===== config.mk =====
export PLATFORM = sky130hd
export DESIGN_NAME = serial_adder
export DESIGN_NICKNAME = d
export VERILOG_FILES = /design/src/rtl/serial_adder.sv
export SDC_FILE = /design/constraint.sdc
export NUM_CORES = 1
export LEC_CHECK = 0
export CORE_MARGIN = 8
export CORE_UTILIZATION = 53
export CTS_BUF_LIST = sky130_fd_sc_hd__clkbuf_8 sky130_fd_sc_hd__clkbuf_16
export CTS_CLUSTER_SIZE = 25
export DETAILED_ROUTE_END_ITERATION = 7
export DONT_BUFFER_PORTS = 1
export PLACE_DENSITY = 0.75
export SETUP_SLACK_MARGIN = 0.05
export SLEW_MARGIN = 20
export SYNTH_ARGS = -nofsm -noshare
export SYNTH_HDL_FRONTEND = slang
export SYNTH_SLANG_ARGS = --single-unit
export TNS_END_PERCENT = 50

===== constraint.sdc =====
create_clock -name clk -period 2.2 [get_ports clk]
set_input_delay 0.44 -clock clk [delete_from_list [all_inputs] [get_ports clk]]
set_output_delay 0.44 -clock clk [all_outputs]
set_load 0.005 [all_outputs]

===== src/rtl/serial_adder.sv =====
// Digit-serial adder/subtractor: WIDTH-bit operands processed DIGIT bits per
// clock, LSB first, with a registered carry between digits.
module serial_adder #(
    parameter int WIDTH = 8,
    parameter int DIGIT = 1
) (
    input  logic             clk,
    input  logic             rst_n,
    input  logic             start,
    input  logic             sub,
    input  logic [WIDTH-1:0] a,
    input  logic [WIDTH-1:0] b,
    input  logic             c_in,
    output logic             busy,
    output logic             done,
    output logic [WIDTH-1:0] s,
    output logic             c_out,
    output logic             ovf
);

    localparam int N  = WIDTH / DIGIT;
    localparam int CW = (N > 1) ? $clog2(N) : 1;

    typedef enum logic [1:0] {
        S_IDLE,
        S_RUN,
        S_DONE
    } state_t;

    state_t state_q;
    state_t state_d;

    logic [CW-1:0]          cnt;
    logic [WIDTH-1:0]       opa;
    logic [WIDTH-1:0]       opb;
    logic [WIDTH-1:0]       acc;
    logic                   cy;
    logic [DIGIT:0]         dsum;
    logic [WIDTH+DIGIT-1:0] acc_cat;
    logic [WIDTH-1:0]       acc_next;
    logic                   msb_cin;
    logic                   last;
    logic                   accept;

    assign accept = start && (state_q != S_RUN);
    assign last   = (cnt == CW'(N - 1));

    assign dsum = {1'b0, opa[DIGIT-1:0]}
                + {1'b0, opb[DIGIT-1:0]}
                + {{DIGIT{1'b0}}, cy};

    // New digit enters from the top; after N digits the word is aligned.
    assign acc_cat  = {dsum[DIGIT-1:0], acc};
    assign acc_next = acc_cat[WIDTH+DIGIT-1:DIGIT];

    // Carry into the digit's top bit, recovered from its sum bit.
    assign msb_cin = dsum[DIGIT-1] ^ opa[DIGIT-1] ^ opb[DIGIT-1];

    assign busy = (state_q == S_RUN);
    assign done = (state_q == S_DONE);

    always_ff @(posedge clk) begin
        if (!rst_n) begin
            state_q <= S_IDLE;
        end else begin
            state_q <= state_d;
        end
    end

    always_comb begin
        state_d = state_q;
        unique case (state_q)
            S_IDLE: begin
                if (accept) state_d = S_RUN;
            end
            S_RUN: begin
                if (last) state_d = S_DONE;
            end
            S_DONE: begin
                state_d = accept ? S_RUN : S_IDLE;
            end
            default: state_d = S_IDLE;
        endcase
    end

    always_ff @(posedge clk) begin
        if (!rst_n) begin
            cnt   <= '0;
            opa   <= '0;
            opb   <= '0;
            acc   <= '0;
            cy    <= 1'b0;
            s     <= '0;
            c_out <= 1'b0;
            ovf   <= 1'b0;
        end else if (accept) begin
            opa <= a;
            opb <= sub ? ~b : b;
            cy  <= sub ? ~c_in : c_in;
            cnt <= '0;
        end else if (state_q == S_RUN) begin
            opa <= opa >> DIGIT;
            opb <= opb >> DIGIT;
            acc <= acc_next;
            cy  <= dsum[DIGIT];
            cnt <= cnt + CW'(1);
            if (last) begin
                s     <= acc_next;
                c_out <= dsum[DIGIT];
                ovf   <= dsum[DIGIT] ^ msb_cin;
            end
        end
    end

endmodule


# [Word-level counts from Yosys, hierarchy flattened]
# Cells that the tools add are included.
[word_totals] register_bits=40 output_inout_bits=12
[classes] addsub=3 n_eq_ne=6 muxes=12 n_bitwise=7 reduce_logical=7
[ops] cell="$mux W8" n=5
[ops] cell="$not A8 Y8" n=1
[ops] cell="$pmux W2 S3" n=1
[ops] cell="$mux W1" n=4
[ops] cell="$mux W2" n=2
[ops] cell="$ne A2 B1 Y1 const B" n=2
[ops] cell="$reduce_and A2 Y1" n=2
[ops] cell="$add A3 B1 Y3 const B" n=1
[ops] cell="$eq A3 B3 Y1 const B" n=1
[ops] cell="$not A1 Y1" n=3
[ops] cell="$reduce_and A3 Y1" n=1
[ops] cell="$xor A1 B1 Y1" n=3
[ops] cell="$add A1 B1 Y2" n=1
[ops] cell="$add A2 B1 Y2" n=1
[ops] cell="$eq A2 B1 Y1 const B" n=1
[ops] cell="$eq A2 B2 Y1 const B" n=1
[ops] cell="$logic_not A2 Y1" n=1
[ops] cell="$ne A2 B2 Y1 const B" n=1
[ops] cell="$reduce_bool A2 Y1" n=1
[ops] cell="$reduce_or A2 Y1" n=1
[ops] cell="$logic_and A1 B1 Y1" n=1

# [Longest topological paths before layout]
# Gate-level depths: netlist (run 1).
[logic_depth] ltp_word=5 mapped_depth=6 ltp_nobuf=5

# [Least setup slack after synthesis (run 1)]
# Ideal clock, no wire load.
[synth_timing] path_type="reg-to-reg" from="register opa[0]" to="register ovf" setup_time_ns=0.119 arrival_ns=1.238 t_required_ns=2.081 setup_slack_ns=0.842 path_stages_with_launch=5 path_buffers=0 path_cell_list="dfxtp_1 fa_1 xnor2_1 xnor2_1 a21oi_1"
[synth_between] elab_chain_cells=5
[synth_lines] element="start, declared" line_no="34" text="logic [WIDTH-1:0] opa;"
[synth_lines] element="start signal, assigned" line_no="102" text="opa <= opa >> DIGIT;"
[synth_lines] element="$add A1 B1 Y2" line_no="49" text="+ {1'b0, opb[DIGIT-1:0]}"
[synth_lines] element="$add A2 B1 Y2" line_no="50" text="+ {{DIGIT{1'b0}}, cy};"
[synth_lines] element="via dsum[0]" line_no="38" text="logic [DIGIT:0] dsum;"
[synth_lines] element="$xor A1 B1 Y1 (2 in a row)" line_no="57" text="assign msb_cin = dsum[DIGIT-1] ^ opa[DIGIT-1] ^ opb[DIGIT-1];"
[synth_lines] element="$xor A1 B1 Y1" line_no="110" text="ovf <= dsum[DIGIT] ^ msb_cin;"
[synth_lines] element="end signal, assigned" line_no="110"
[synth_lines] element="end, declared" line_no="18" text="output logic ovf"
# The timed path passes the listed nets, and every way through them passes these cells.
# A chain may end at the register's enable or synchronous reset.

# [Worst setup path after layout (run 1)]
[layout_timing] from="register state_q[0]" to="output port busy"
[layout_between] elab_chain_cells=1
[layout_lines] element="start, declared" line_no="30" text="state_t state_q;"
[layout_lines] element="start signal, assigned" line_no="66" text="state_q <= state_d;"
[layout_lines] element="$eq A2 B1 Y1" line_no="59" text="assign busy = (state_q == S_RUN);"
[layout_lines] element="end, declared" line_no="14" text="output logic busy,"
# Every way passes these cells.

==> impl_metrics.json, run 1 <==
{
  "outcome": "completed",
  "htreeDepth": 2,
  "nNetsFinal": 204,
  "ctsHoldBuffers": 0,
  "synth_top_family_by_area": "compound AO/OA/AOI/OAI gates",
  "cpLargestDelayFamily": "flip-flops",
  "route.detailed.drc": 0,
  "slew_headroom_pct": 60.28,
  "portBuffers": 0,
  "p_leak_nw": 0.7718,
  "die_y_um": 73.59,
  "fin_skew_ns": 0.006626,
  "tightest_slew_ns": 0.5958,
  "cp_slowest_stage_delay_ns": 0.39,
  "synthAdderAreaFrac_pct": 2.562,
  "timing.hold.ws_ns": 0.2538,
  "routed_wl_mm": 3.162,
  "gp_congestion": 0.7060,
  "synth-compound-area-share_pct": 15.94,
  "slew_viol_final": 0,
  "critical_path_required_ns": 1.76,
  "critPathBufInv": 1,
  "fillers": 319,
  "rsz0062_at_grt": "false",
  "drive_gt1_share_pct": 7.735,
  "synth.net_count": 208,
  "vias": 1192,
  "grt_start_max_net_pins": 39,
  "grt_pass1_wl_mm": 5.257,
  "hpwl_mm": 2.261,
  "min_period_ns": 1.750,
  "holdPathStages": 1,
  "critPathCaptureType": "output port",
  "post_cts_resized": 0,
  "synth_xor_area_share_pct": 5.979,
  "die_area_sq_mm": 0.005415,
  "synthSimpleGateAreaFrac_pct": 15.52,
  "grt_pass1_vias": 1186,
  "cts_tree": "done",
  "yosysUniqueCellTypes": 32,
  "fin_setup_tns_ns": 0,
  "r2r_cells": 4,
  "io_pins": 33,
  "cp_max_fo": 18,
  "crit_cells": 2,
  "p_per_area_mw_per_mm2": 812.9,
  "postSynth.asyncResetShare_pct": 0,
  "setup_viol": 0,
  "hold_viol": 0,
  "synth-edff-count": 0,
  "synth-seq-cells": 39,
  "synth_largest_area_cell": "dfxtp_1",
  "cap_violations": 0,
  "antenna_found_initial": 0,
  "synth_ff_type": "dfxtp_1",
  "die_w_um": 73.59,
  "drtIter0Drc": 73,
  "rows": 21,
  "ys.warnings.count": 0,
  "clockBufferDepth": 2,
  "syn_area_per_cell_sq_um": 9.554,
  "muxShareOfSynthArea_pct": 9.110,
  "synthesis.area_sq_mm": 0.001758,
  "clk_pin_slew_ns": 0.08,
  "gr-usage-all-layers_pct": 12.21,
  "root_buffer": "clkbuf_8",
  "crit_slowest_cell": "dfxtp_1",
  "wl_per_cell_um": 13.93,
  "syn_to_final_growth_pct": 4.626,
  "synth_top_area_share_pct": 44.41,
  "start_util_pct": 53.96,
  "fmax_mhz": 571.4,
  "synth_commonest_cells": "nand2_1 (40), dfxtp_1 (39), mux2i_1 (16), a21boi_1 (11), nand3_1 (10)",
  "cp.arrival_ns": 1.31,
  "synth_cells": 184,
  "seq_area_frac_synth_pct": 44.41,
  "ant_nets": 0,
  "hold_class": "in -> reg",
  "critical_path_class": "reg -> out",
  "crit_chain": "nand2b_1 > inv_6",
  "worstSetupStartpointType": "flip-flop",
  "synth_area_leaders": "dfxtp_1 (44%), mux2i_1 (9.1%), nand2_1 (8.5%)",
  "diodes": 0,
  "grt.overflow.total": 0,
  "dr.pass1.iters": 4,
  "timing.final.crit_share_pct": 79.55,
  "clk_latency_ns": 0.28,
  "cts_setup_buffers": 0,
  "synth_most_common_cell": "nand2_1",
  "vias_per_cell": 5.251,
  "core_sq_mm": 0.003258,
  "numClockSinks": 39,
  "cts_buffers": 5,
  "irDropWorstVdd_mv": 0.5326
}
==> flip-flops by register name, indices dropped and copies added, names as in the netlist <==
register  count
acc           7
c_out         1
cnt           3
cy            1
opa           8
opb           8
ovf           1
s             8
state_q       2
==> cells by family (layout without fill, tap and decap cells) <==
| logic type | after synthesis | in the layout |
|---|---|---|
| adder cells (fa/ha/maj) | 3 | 3 |
| XOR/XNOR | 12 | 12 |
| multiplexers | 16 | 16 |
| buffers and inverters | 14 | 11 |
| AND/OR/NAND/NOR | 62 | 62 |
| AO/OA/AOI/OAI | 38 | 38 |
| flip-flops | 39 | 39 |
==> per-layer routing <==
layer  global-route usage (%)  wire length (um)  vias up
li1                         -                 -      616
met1                    12.19              1318      541
met2                    21.75              1589       33
met3                    5.593               241        2
met4                    3.991                12        0
met5                        0                 0        -
==> metrics by stage <==
stage          instance area (sq um)  setup slack, ns  total power [W]  util (%)  std cells
6_report                        1839           0.4498         0.001495     56.45        227
3_3_place_gp                    1722           0.7385        0.0009002     52.84        219
5_1_grt                         1839           0.3462         0.001567     56.45        227
3_5_place_dp                    1722           0.6832        0.0009100     52.84        219
4_1_cts                         1839           0.4326         0.001519     56.45        227
2_1_floorplan                   1758           0.8424        0.0009175         -        184
==> worst register-to-register path, stage by stage, from the launching register on <==
cell	delay, ns
dfxtp_1	0.39
nand2b_1	0.35
buf_4	0.33
and3_1	0.19
o21a_1	0.18
==> final cells by class <==
type | count | area [sq um] | share of cell area [%]
well taps | 46 | 57.56 | 3.129
repair buffers | 1 | 7.507 | 0.4082
inverters | 2 | 12.51 | 0.6803
flip-flops and latches | 39 | 780.7 | 42.45
clock inverters | 2 | 35.03 | 1.905
multi-input cells | 131 | 863.3 | 46.94
clock buffers | 6 | 82.58 | 4.490
==> cells in the final DEF (no fill, tap or decap), drive strengths merged <==
master / count
a211oi: 1
xor2: 8
clkbuf: 6
a21oi: 1
nor2b: 1
ha: 2
nand2: 42
and3: 1
clkinv: 1
mux2i: 16
o22ai: 1
o21ai: 9
bufinv: 1
nand2b: 1
buf: 1
a21boi: 18
o211a: 7
and2: 2
nand3: 10
and3b: 1
nor2: 3
nand3b: 1
fa: 1
dfxtp: 39
o21a: 1
xnor2: 4
inv: 2
==> report_power, final <==
group | total (W) | internal (W) | switching (W)
registers | 0.000760 | 0.000739 | 0.0000215
logic | 0.000132 | 0.0000690 | 0.0000633
clock network | 0.000602 | 0.000367 | 0.000236
total | 0.00150 | 0.00117 | 0.000320
==> worst paths after layout <==
check                                 from      to  slack, ns
worst max-delay path            state_q[0]    busy       0.45
worst min-delay path                 start  opb[7]       0.25
worst max register to register  state_q[0]  cnt[0]       0.65
worst min register to register      acc[1]    s[0]       0.47
Power figures use the tool's default switching activity.
==> run 2: changes to the inputs <==
--- a/config.mk
+++ b/config.mk
@@ -11,7 +11,7 @@
 export CTS_CLUSTER_SIZE = 25
 export DETAILED_ROUTE_END_ITERATION = 7
 export DONT_BUFFER_PORTS = 1
-export PLACE_DENSITY = 0.75
+export PLACE_DENSITY = 0.78
 export SETUP_SLACK_MARGIN = 0.05
 export SLEW_MARGIN = 20
 export SYNTH_ARGS = -nofsm -noshare
==> constraint.sdc (replaced) <==
create_clock -name clk -period 1.5 [get_ports clk]
set_input_delay 0.3 -clock clk [delete_from_list [all_inputs] [get_ports clk]]
set_output_delay 0.3 -clock clk [all_outputs]
set_load 0.005 [all_outputs]
==> run 2 against run 1 <==
Combinational power rose by 62%. Die area stayed put. First-iteration DRC count up 21%. Sequential power grew 47%. Critical path depth up 2. Worst setup slack got worse by 0.35 ns. Clock skew is 0.0021 ns lower. Non-clock buffer count grew 1. Clock-buffer cell count unchanged. Wire length rose by 3.5%. Critical endpoint is now ovf. Largest cell class unchanged.
==> impl_metrics.json, run 2 (synthesis gave the netlist of run 1 again) <==
{
  "rows": 21,
  "antenna_found_initial": 0,
  "hold_class": "in -> reg",
  "crit_chain": "fa_2 > xnor2_2 > xnor2_1 > a21oi_1",
  "rrSetupSlack_ns": 0.1,
  "final_area_sq_mm": 0.001866,
  "diodes": 0,
  "nNetsFinal": 206,
  "die_y_um": 73.59,
  "route.detailed.drc": 0,
  "numPlacedInstances": 220,
  "vias_per_cell": 5.336,
  "clk_latency_ns": 0.29,
  "fin_skew_ns": 0.004569,
  "ant_nets": 0,
  "outcome": "completed",
  "cp_max_fo": 3,
  "fmax_mhz": 712.3,
  "final_cell_mix": "nand2_1 (40), dfxtp_1 (37), mux2i_1 (16)",
  "fin_setup_tns_ns": 0,
  "layout_commonest_cell": "nand2_1",
  "largestRegisters": "opa: 8 flops, opb: 8 flops, s: 8 flops",
  "min_period_ns": 1.404,
  "p_leak_nw": 0.7851,
  "setup_viol": 0,
  "cts_tree": "done",
  "gp_congestion": 0.6563,
  "io_pins": 33,
  "cap_violations": 0,
  "vias": 1222,
  "drtIter0Drc": 88,
  "drive_gt1_share_pct": 11.48,
  "fillers": 312,
  "htreeDepth": 2,
  "syn_to_final_growth_pct": 6.121,
  "cpLargestDelayFamily": "adder cells",
  "root_buffer": "clkbuf_8",
  "critical_path_class": "reg -> reg",
  "portBuffers": 0,
  "grt_pass1_vias": 1229,
  "hold_viol": 0,
  "r2r_cells": 4,
  "die_w_um": 73.59,
  "critPathCaptureType": "flip-flop",
  "p_per_area_mw_per_mm2": 1193,
  "gr-usage-all-layers_pct": 13.10,
  "clockBufferDepth": 2,
  "start_util_pct": 53.96,
  "grt.overflow.total": 0,
  "register_area_sq_um": 783.3,
  "holdPathStages": 1,
  "crit_slowest_cell": "fa_2",
  "routed_wl_mm": 3.274,
  "numClockSinks": 39,
  "clk_pin_slew_ns": 0.07,
  "crit_cells": 4,
  "die_area_sq_mm": 0.005415,
  "dr.pass1.iters": 5,
  "hpwl_mm": 2.243,
  "slew_headroom_pct": 77.27,
  "core_sq_mm": 0.003258,
  "grt_start_max_net_pins": 39,
  "irDropWorstVdd_mv": 0.7720,
  "cp_slowest_stage_delay_ns": 0.62,
  "cp.arrival_ns": 1.58,
  "grt_pass1_wl_mm": 5.430,
  "critPathBufInv": 0,
  "slew_viol_final": 0,
  "wl_per_cell_um": 14.30,
  "cts_buffers": 5,
  "worstSetupStartpointType": "flip-flop",
  "rsz0062_at_grt": "false",
  "critical_path_required_ns": 1.68,
  "multi_input_area_sq_um": 875.8,
  "placed_area_sq_mm": 0.001729,
  "final_cells": 229,
  "tightest_slew_ns": 0.3400,
  "timing.final.crit_share_pct": 93.60
}
-- run 2: cell types whose count changed in the layout (fill, tap and decap cells not counted), sizes merged --
cell / before / now
buf: 1 / 2
inv: 2 / 3
-- run 2: final timing paths --
path,start,end
setup reg to reg,cy,ovf
hold / removal,start,opb[7]
setup / recovery,cy,ovf
hold reg to reg,acc[7],s[6]
-- run 2: timing repair --
action	in CTS	in global routing
cloned	1	0
gates resized for setup	1	4
pin swaps	0	1
buffers inserted	0	0
hold buffers	0	0
endpoints found under the setup margin	2	1
-- run 2: cell type report --
class / count / area share [%]
Clock buffer: 6 / 4.427
Clock inverter: 2 / 1.878
Tap cell: 46 / 3.085
Timing Repair inverter: 1 / 0.2012
Timing Repair Buffer: 2 / 0.8048
Inverter: 2 / 0.6707
Multi-Input combinational cell: 131 / 46.95
Sequential cell: 39 / 41.99
-- run 2: report_power, final --
part | total, W | internal (W) | switching, W
Clock | 0.000895 | 0.000538 | 0.000357
Sequential | 0.00112 | 0.00108 | 0.0000325
Combinational | 0.000214 | 0.000113 | 0.000101
Total | 0.00223 | 0.00174 | 0.000491
-- run 2: stage by stage --
step / power (W) / hold slack (ns) / worst slack, ns / util (%)
5_1_grt: 0.002325 / 0.1057 / 0.05031 / 57.26
3_3_place_gp: 0.001322 / 0.4003 / 0.1197 / 53.07
3_5_place_dp: 0.001339 / 0.4109 / 0.05621 / 53.07
6_report: 0.002226 / 0.1043 / 0.09602 / 57.26
4_1_cts: 0.002230 / 0.1012 / 0.03832 / 56.87
2_1_floorplan: 0.001346 / 0.4411 / 0.1424 / -
-- run 2: worst reg2reg max path: stages, from the launching register on --
cell and delay, ns:
dfxtp_1 0.34, fa_2 0.62, xnor2_2 0.13, xnor2_1 0.13, a21oi_1 0.08
-- run 2: per-layer routing --
metal | global-route usage, % | up-vias | part of all wire [%]
li1 | - | 621 | -
met1 | 13.35 | 565 | 42
met2 | 22.54 | 32 | 49
met3 | 6.821 | 4 | 8.2
met4 | 3.991 | 0 | 0.67
met5 | 0 | - | 0
